<file path="src/rtl/hamming_secded_dec.sv">
// Two-stage SECDED Hamming decoder with valid/ready flow control and
// saturating single/double error counters.
module hamming_secded_dec #(
    parameter int DATA_W = 8,
    parameter int PAR_W  = 4,
    parameter int CNT_W  = 16
) (
    input  logic                     clk,
    input  logic                     rst_n,
    input  logic                     in_valid,
    output logic                     in_ready,
    input  logic [DATA_W+PAR_W:0]    code_in,
    output logic                     out_valid,
    input  logic                     out_ready,
    output logic [DATA_W-1:0]        data_out,
    output logic                     err_sgl,
    output logic                     err_dbl,
    output logic [PAR_W-1:0]         err_pos,
    input  logic                     clr_cnt,
    output logic [CNT_W-1:0]         cnt_sgl,
    output logic [CNT_W-1:0]         cnt_dbl
);
    localparam int CODE_W = DATA_W + PAR_W + 1;

    function automatic logic [PAR_W-1:0] calc_syn(input logic [CODE_W-1:0] cw);
        logic [PAR_W-1:0]  s;
        logic [CODE_W-1:0] t;
        s = '0;
        for (int k = 0; k < PAR_W; k++) begin
            for (int pos = 1; pos < CODE_W; pos++) begin
                t = cw >> (pos - 1);
                if (((pos >> k) & 1) == 1 && t[0])
                    s = s ^ (PAR_W'(1) << k);
            end
        end
        return s;
    endfunction

    function automatic logic [CODE_W-1:0] flip_pos(input logic [CODE_W-1:0] cw,
                                                   input logic [PAR_W-1:0]  s);
        logic [CODE_W-1:0] r;
        r = cw;
        for (int pos = 1; pos < CODE_W; pos++) begin
            if (int'(s) == pos)
                r = r ^ (CODE_W'(1) << (pos - 1));
        end
        return r;
    endfunction

    // Non-power-of-two positions carry payload, lowest position first.
    function automatic logic [DATA_W-1:0] extract(input logic [CODE_W-1:0] cw);
        logic [DATA_W-1:0] d;
        logic [CODE_W-1:0] t;
        int                j;
        d = '0;
        j = 0;
        for (int pos = 1; pos < CODE_W; pos++) begin
            if ((pos & (pos - 1)) != 0 && j < DATA_W) begin
                t = cw >> (pos - 1);
                d = d | (DATA_W'(t[0]) << j);
                j++;
            end
        end
        return d;
    endfunction

    function automatic logic [CNT_W-1:0] sat_inc(input logic [CNT_W-1:0] c);
        return (&c) ? c : c + 1'b1;
    endfunction

    logic                run;
    logic                vld_p1, vld_p2;
    logic                load_p1, adv_p2;
    logic [CODE_W-1:0]   code_p1;
    logic [PAR_W-1:0]    syn_p1;
    logic                par_p1;
    logic [CODE_W-1:0]   fix_c;
    logic                sgl_c, dbl_c;
    logic [PAR_W-1:0]    pos_c;
    logic [DATA_W-1:0]   data_p2;
    logic                sgl_p2, dbl_p2;
    logic [PAR_W-1:0]    pos_p2;

    assign adv_p2   = vld_p1 & (~vld_p2 | out_ready);
    assign in_ready = run & (~vld_p1 | adv_p2);
    assign load_p1  = in_valid & in_ready;

    // run keeps in_ready low until the first edge after reset release.
    always_ff @(posedge clk or negedge rst_n) begin
        if (!rst_n) begin
            run    <= 1'b0;
            vld_p1 <= 1'b0;
            vld_p2 <= 1'b0;
        end else begin
            run <= 1'b1;
            if (load_p1)
                vld_p1 <= 1'b1;
            else if (adv_p2)
                vld_p1 <= 1'b0;
            if (adv_p2)
                vld_p2 <= 1'b1;
            else if (out_ready)
                vld_p2 <= 1'b0;
        end
    end

    // Stage 1: capture codeword, syndrome and overall parity
    always_ff @(posedge clk) begin
        if (load_p1) begin
            code_p1 <= code_in;
            syn_p1  <= calc_syn(code_in);
            par_p1  <= ^code_in;
        end
    end

    always_comb begin
        fix_c = code_p1;
        sgl_c = 1'b0;
        dbl_c = 1'b0;
        pos_c = '0;
        if (par_p1) begin
            if (syn_p1 == '0) begin
                sgl_c = 1'b1;
            end else if (int'(syn_p1) <= CODE_W - 1) begin
                sgl_c = 1'b1;
                pos_c = syn_p1;
                fix_c = flip_pos(code_p1, syn_p1);
            end else begin
                dbl_c = 1'b1;
            end
        end else if (syn_p1 != '0) begin
            dbl_c = 1'b1;
        end
    end

    // Stage 2: corrected payload and classification flags
    always_ff @(posedge clk or negedge rst_n) begin
        if (!rst_n) begin
            data_p2 <= '0;
            sgl_p2  <= 1'b0;
            dbl_p2  <= 1'b0;
            pos_p2  <= '0;
        end else if (adv_p2) begin
            data_p2 <= extract(fix_c);
            sgl_p2  <= sgl_c;
            dbl_p2  <= dbl_c;
            pos_p2  <= pos_c;
        end
    end

    assign out_valid = vld_p2;
    assign data_out  = data_p2;
    assign err_sgl   = sgl_p2;
    assign err_dbl   = dbl_p2;
    assign err_pos   = pos_p2;

    always_ff @(posedge clk or negedge rst_n) begin
        if (!rst_n) begin
            cnt_sgl <= '0;
            cnt_dbl <= '0;
        end else if (clr_cnt) begin
            cnt_sgl <= '0;
            cnt_dbl <= '0;
        end else if (vld_p2 && out_ready) begin
            if (sgl_p2)
                cnt_sgl <= sat_inc(cnt_sgl);
            if (dbl_p2)
                cnt_dbl <= sat_inc(cnt_dbl);
        end
    end
endmodule

</file>
<file path="config.mk">
export PLATFORM = sky130hd
export DESIGN_NAME = hamming_secded_dec
export DESIGN_NICKNAME = d
export VERILOG_FILES = /design/src/rtl/hamming_secded_dec.sv
export SDC_FILE = /design/constraint.sdc
export NUM_CORES = 1
export LEC_CHECK = 0
export ABC_AREA = 1
export CORE_ASPECT_RATIO = 1.25
export CORE_MARGIN = 10
export CORE_UTILIZATION = 55
export DETAILED_ROUTE_END_ITERATION = 6
export PLACE_DENSITY = 0.83
export SYNTH_ARGS = -nofsm -noshare
export SYNTH_HDL_FRONTEND = slang
export SYNTH_SLANG_ARGS = --single-unit
export TNS_END_PERCENT = 100
</file>
<file path="constraint.sdc">
create_clock -name clk -period 4.77 [get_ports clk]
set_input_delay 0.954 -clock clk [delete_from_list [all_inputs] [get_ports clk]]
set_output_delay 0.954 -clock clk [all_outputs]
set_load 0.02 [all_outputs]
</file>
Word level (Yosys, flattened, before mapping):

Index checks and enable logic that the tools add are counted.

* add/subtract/negate cells: 8
* bitwise operators: 47
* eq/ne operators: 14
* order comparisons: 8
* reductions and logical operators: 13
* muxes and demuxes: 140
* shift operators: 7

Operators with widths (number)
* 12-bit 2-to-1 mux: 37
* 32-bit 2-to-1 mux: 13
* 32-bit by 5-bit < comparator with 1-bit output, second input constant: 7
* 1-bit by 32-bit left shift with 8-bit output: 7
* 32-bit by 2-bit adder with 32-bit output, second input constant: 6
* 16-bit 2-to-1 mux: 8
* 4-bit 2-to-1 mux: 30
* 8-bit 2-to-1 mux: 15
* 8-bit OR: 7
* 1-bit inverter: 35
* 16-bit by 1-bit adder with 16-bit output, second input constant: 2
* 4-bit equality test, second input constant: 8
* 16-bit AND reduction: 2
* 1-bit 2-to-1 mux: 18
* 3-bit 2-to-1 mux: 6
* 2-bit 2-to-1 mux: 7
* 13-bit parity: 1
* 4-bit by 3-bit equality test with 1-bit output, second input constant: 3
* 11-bit 2-to-1 mux: 1
* 10-bit 2-to-1 mux: 1
* 2-bit nonzero test: 5
* 9-bit 2-to-1 mux: 1
* 7-bit 2-to-1 mux: 1
* 6-bit 2-to-1 mux: 1
* 10 further kinds: 15

* output and inout bits: 48
* word-level logic and storage cells: 249
* input port bits: 18
* flip-flop bits (word level): 66

Longest topological paths before layout:

* depth in word-level cells: 81
* gate-level depth with buffers: 10
* gate-level depth less buffers: 10

Worst setup path after synthesis:

No wires, ideal clock.

* path type: input -> output
* from: in out_ready
* to: out in_ready
* cell stages on the path: 6
* arrival time: 1357 ps
* buffers on the path: 0
* setup slack: 2459 ps
* data required time: 3816 ps
* path through: inv_1 nand2_1 nor2_1 inv_1 nand2_1 inv_1

* cells in the longest elaborated chain, start to end: 4

RTL lines
* start, declared: line 14 `input logic out_ready,`
* 1-bit OR: line 84 `assign adv_p2 = vld_p1 & (~vld_p2 | out_ready);`
* 1-bit AND: line 84
* 1-bit OR: line 85 `assign in_ready = run & (~vld_p1 | adv_p2);`
* 1-bit AND: line 85
* end, declared: line 11 `output logic in_ready,`

No other way between the ends.

Worst setup path after layout:

Same ends and word-level chain as after synthesis.

==> results.py <==
metrics = {
    "worst_hold_path": {
        "hp-class": "reg -> reg",
        "holdPathEnd": "out_valid",
        "whs_path_depth": 2,
        "hold_start": "vld_p1",
    },
    "critical_path": {
        "critPathCaptureType": "output port",
        "crit_path_max_incr_delay_ns": 0.60,
        "crit_top_cell": "inv_1",
        "ff2ff_path_depth": 6,
        "cp_cell_sequence": "clkdlybuf4s50_1 -> inv_1 -> nand2_1 -> nor2_1 -> inv_1 -> nand2_1 -> inv_1 -> clkdlybuf4s50_1",
        "r2r_slack_ns": 2.73,
        "r2r_end": "cnt_sgl[14]",
        "start_kind": "primary input",
        "critPathKind": "in -> out",
        "critical_path.startpoint": "out_ready",
        "cp.arrival_ns": 2.44,
        "cp_max_fo": 3,
        "reg2reg_from": "cnt_sgl[0]",
        "crit_required_ns": 3.82,
        "critPathSlowestCell": "clkdlybuf4s50_1",
    },
    "cts": {
        "cts_sinks": 62,
        "cts_resized": 0,
        "htree_levels": 3,
        "cts_made_buffers": 9,
        "cts_tree": "done",
        "clockBufferDepth": 2,
        "insertion_delay_ns": 0.35,
        "clk_pin_slew_ns": 0.06,
        "holdBufCountCts": 0,
        "post_cts_buffers": 0,
        "root_buffer": "clkbuf_8",
    },
    "synthesis": {
        "ys_types": 26,
        "synth-main-ff-cell": "dfrtp_1",
        "synth-seq-area-share_pct": 44.20,
        "ys_ff_latch": 62,
        "synth-async-reset-ratio_pct": 79.03,
        "synth_edf_count": 13,
        "syn_inst": 486,
        "synth_warnings": 0,
        "synth_nets": 506,
        "syn_area_um2": 3657,
        "avgSynthCellArea_um2": 7.525,
    },
    "placed_design": {
        "gp_congestion": 0.8753,
        "portBuffers": 65,
        "preCtsSetupSlack_ns": 1.372,
        "dpl.cell_count": 629,
        "hpwl_um": 6751,
        "place_area_um2": 4368,
    },
    "drt": {
        "ant_nets": 0,
        "num_vias": 3356,
        "drt_iter0_drc": 239,
        "drtPass1Iterations": 4,
        "post_drt_wl_per_cell_um": 13.68,
        "via_per_inst": 5.203,
        "drc": 0,
        "drt-total-wl_um": 8825,
    },
    "sta": {
        "setup_ws_ns": 1.374,
        "setup_violations": 0,
        "slew_viol_final": 0,
        "relSlewSlack_pct": 26.88,
        "fin_skew_ns": 0.009787,
        "hold_ws_ns": 0.4745,
        "fmax_mhz": 294.5,
        "timing.final.hold_violations": 0,
        "worst_slew_pin_slew_ns": 1.097,
        "rsz0062_at_grt": "no",
        "finalCritPeriodShare_pct": 71.19,
        "fin_crit_ns": 3.396,
        "setup_tns_ns": 0,
    },
    "grt": {
        "grt_start_max_net_pins": 50,
        "antenna_found_initial": 0,
        "grt_pass1_wl_um": 15380,
        "grt_pass1_vias": 3406,
        "grt_usage_pct": 17.95,
        "overflow": 0,
    },
    "power_and_ir_drop": {
        "p_total_mw": 1.356,
        "p_clk_share_pct": 34.1,
        "peakVddDrop_mv": 0.2902,
        "seqPwrFrac_pct": 45.8,
        "power_density_nw_per_um2": 296.9,
        "p_sw_mw": 0.4135,
        "power_leakage_nw": 2.033,
        "power.internal_mw": 0.9422,
        "swShare_pct": 30.50,
        "combPwrFrac_pct": 20.1,
    },
    "floorplan": {
        "die_area_um2": 10330,
        "start_util_pct": 56.06,
        "core_um2": 6524,
        "row_count": 33,
        "dieWidth_um": 92.94,
        "fp.dieH_um": 111.2,
        "io_pins": 66,
    },
    "finish": {
        "layout_commonest_cell": "nand2_1",
        "antenna_cells": 0,
        "areaGrowthSynthToFinish_pct": 24.87,
        "seq_area_um2": 1617,
        "fin_nets": 573,
        "multiInputGateArea_um2": 1794,
        "layout-drive-gt1-share_pct": 5.018,
        "post-route-cell-area_um2": 4567,
        "fillers": 564,
        "final_cell_mix": "nand2_1, clkdlybuf4s50_1, inv_1, nor2_1, dfrtp_1",
        "fin_util_pct": 70.00,
        "stdcell_count": 645,
    },
    "status": {
        "status": "finished, final reports clean",
    },
    "flow_run": {
        "maxCapViolCount": 0,
    },
}
[layer usage]
metal | up-vias | global-route usage, % | wire (um)
met5 | - | 0 | 0
met4 | 0 | 9.072 | 183
met3 | 13 | 3.591 | 509
met2 | 99 | 31.48 | 4651
met1 | 1561 | 19.74 | 3480
li1 | 1683 | - | -
[state kept, by name (all words and copies together), names as in the netlist]
signal,flops
err_dbl,1
vld_p1,1
err_sgl,1
data_out,8
out_valid,1
cnt_sgl,16
run,1
cnt_dbl,16
code_p1,8
err_pos,4
syn_p1,4
par_p1,1
[cells in the mapped netlist, types with 3 or more instances]
master    count  area, um2
buf_1         3      11.26
inv_1        52      195.2
edfxtp_1     13      390.4
nand2_1     161      604.3
xnor2_1      18      157.7
nor2_4        4      45.04
nor2_1       50      187.7
dfrtp_1      49       1226
clkbuf_1      3      11.26
o21ai_0      33      165.2
o21bai_1      5      37.54
xor2_1       23      201.4
nor3_1        4      20.02
nand4_1      15      93.84
nand3_1      38      190.2
[power groups by stage]
| stage | clock, mW | combinational [mW] | sequential, mW |
|---|---|---|---|
| after detailed placement | 0 | 0.275 | 0.631 |
| after global placement | 0 | 0.268 | 0.629 |
| after CTS | 0.468 | 0.277 | 0.621 |
| final | 0.462 | 0.272 | 0.621 |
| after floorplan | 0 | 0.115 | 0.663 |
| after global routing | 0.487 | 0.301 | 0.628 |
[worst max path at each step]
| stage | end | slack (ns) | cells after the start |
|---|---|---|---|
| 2_1_floorplan | in_ready | 2.46 | 6 |
| 3_3_place_gp | in_ready | 1.40 | 8 |
| 3_5_place_dp | in_ready | 1.37 | 8 |
| 4_1_cts | in_ready | 1.36 | 8 |
| 5_1_grt | in_ready | 1.24 | 8 |
| 6_report | in_ready | 1.37 | 8 |
[area by class of cell]
| type | count | share of cell area, % |
|---|---|---|
| Sequential cell | 62 | 35.40 |
| Multi-Input combinational cell | 361 | 39.29 |
| Timing Repair Buffer | 65 | 14.14 |
| Tap cell | 87 | 2.384 |
| Clock inverter | 7 | 1.644 |
| Inverter | 54 | 4.438 |
| Clock buffer | 9 | 2.712 |
[logic make-up after synthesis]
| family | count (synthesis) | share of synthesized area, % |
|---|---|---|
| adders and majority gates | 2 | 0.6841 |
| DFF | 62 | 44.20 |
| other | 1 | 0.1025 |
| and+or+nand+nor | 276 | 32.30 |
| buffers and inverters | 63 | 6.740 |
| xor gates and xnor gates | 41 | 9.819 |
| AOI/OAI and AO/OA | 41 | 6.158 |
[worst max-delay path, delay by kind of cell]
kind                   cells  cell delay, ns
buffers and inverters      5            1.26
and+or+nand+nor            3            0.22
Power figures use the tool's default switching activity.
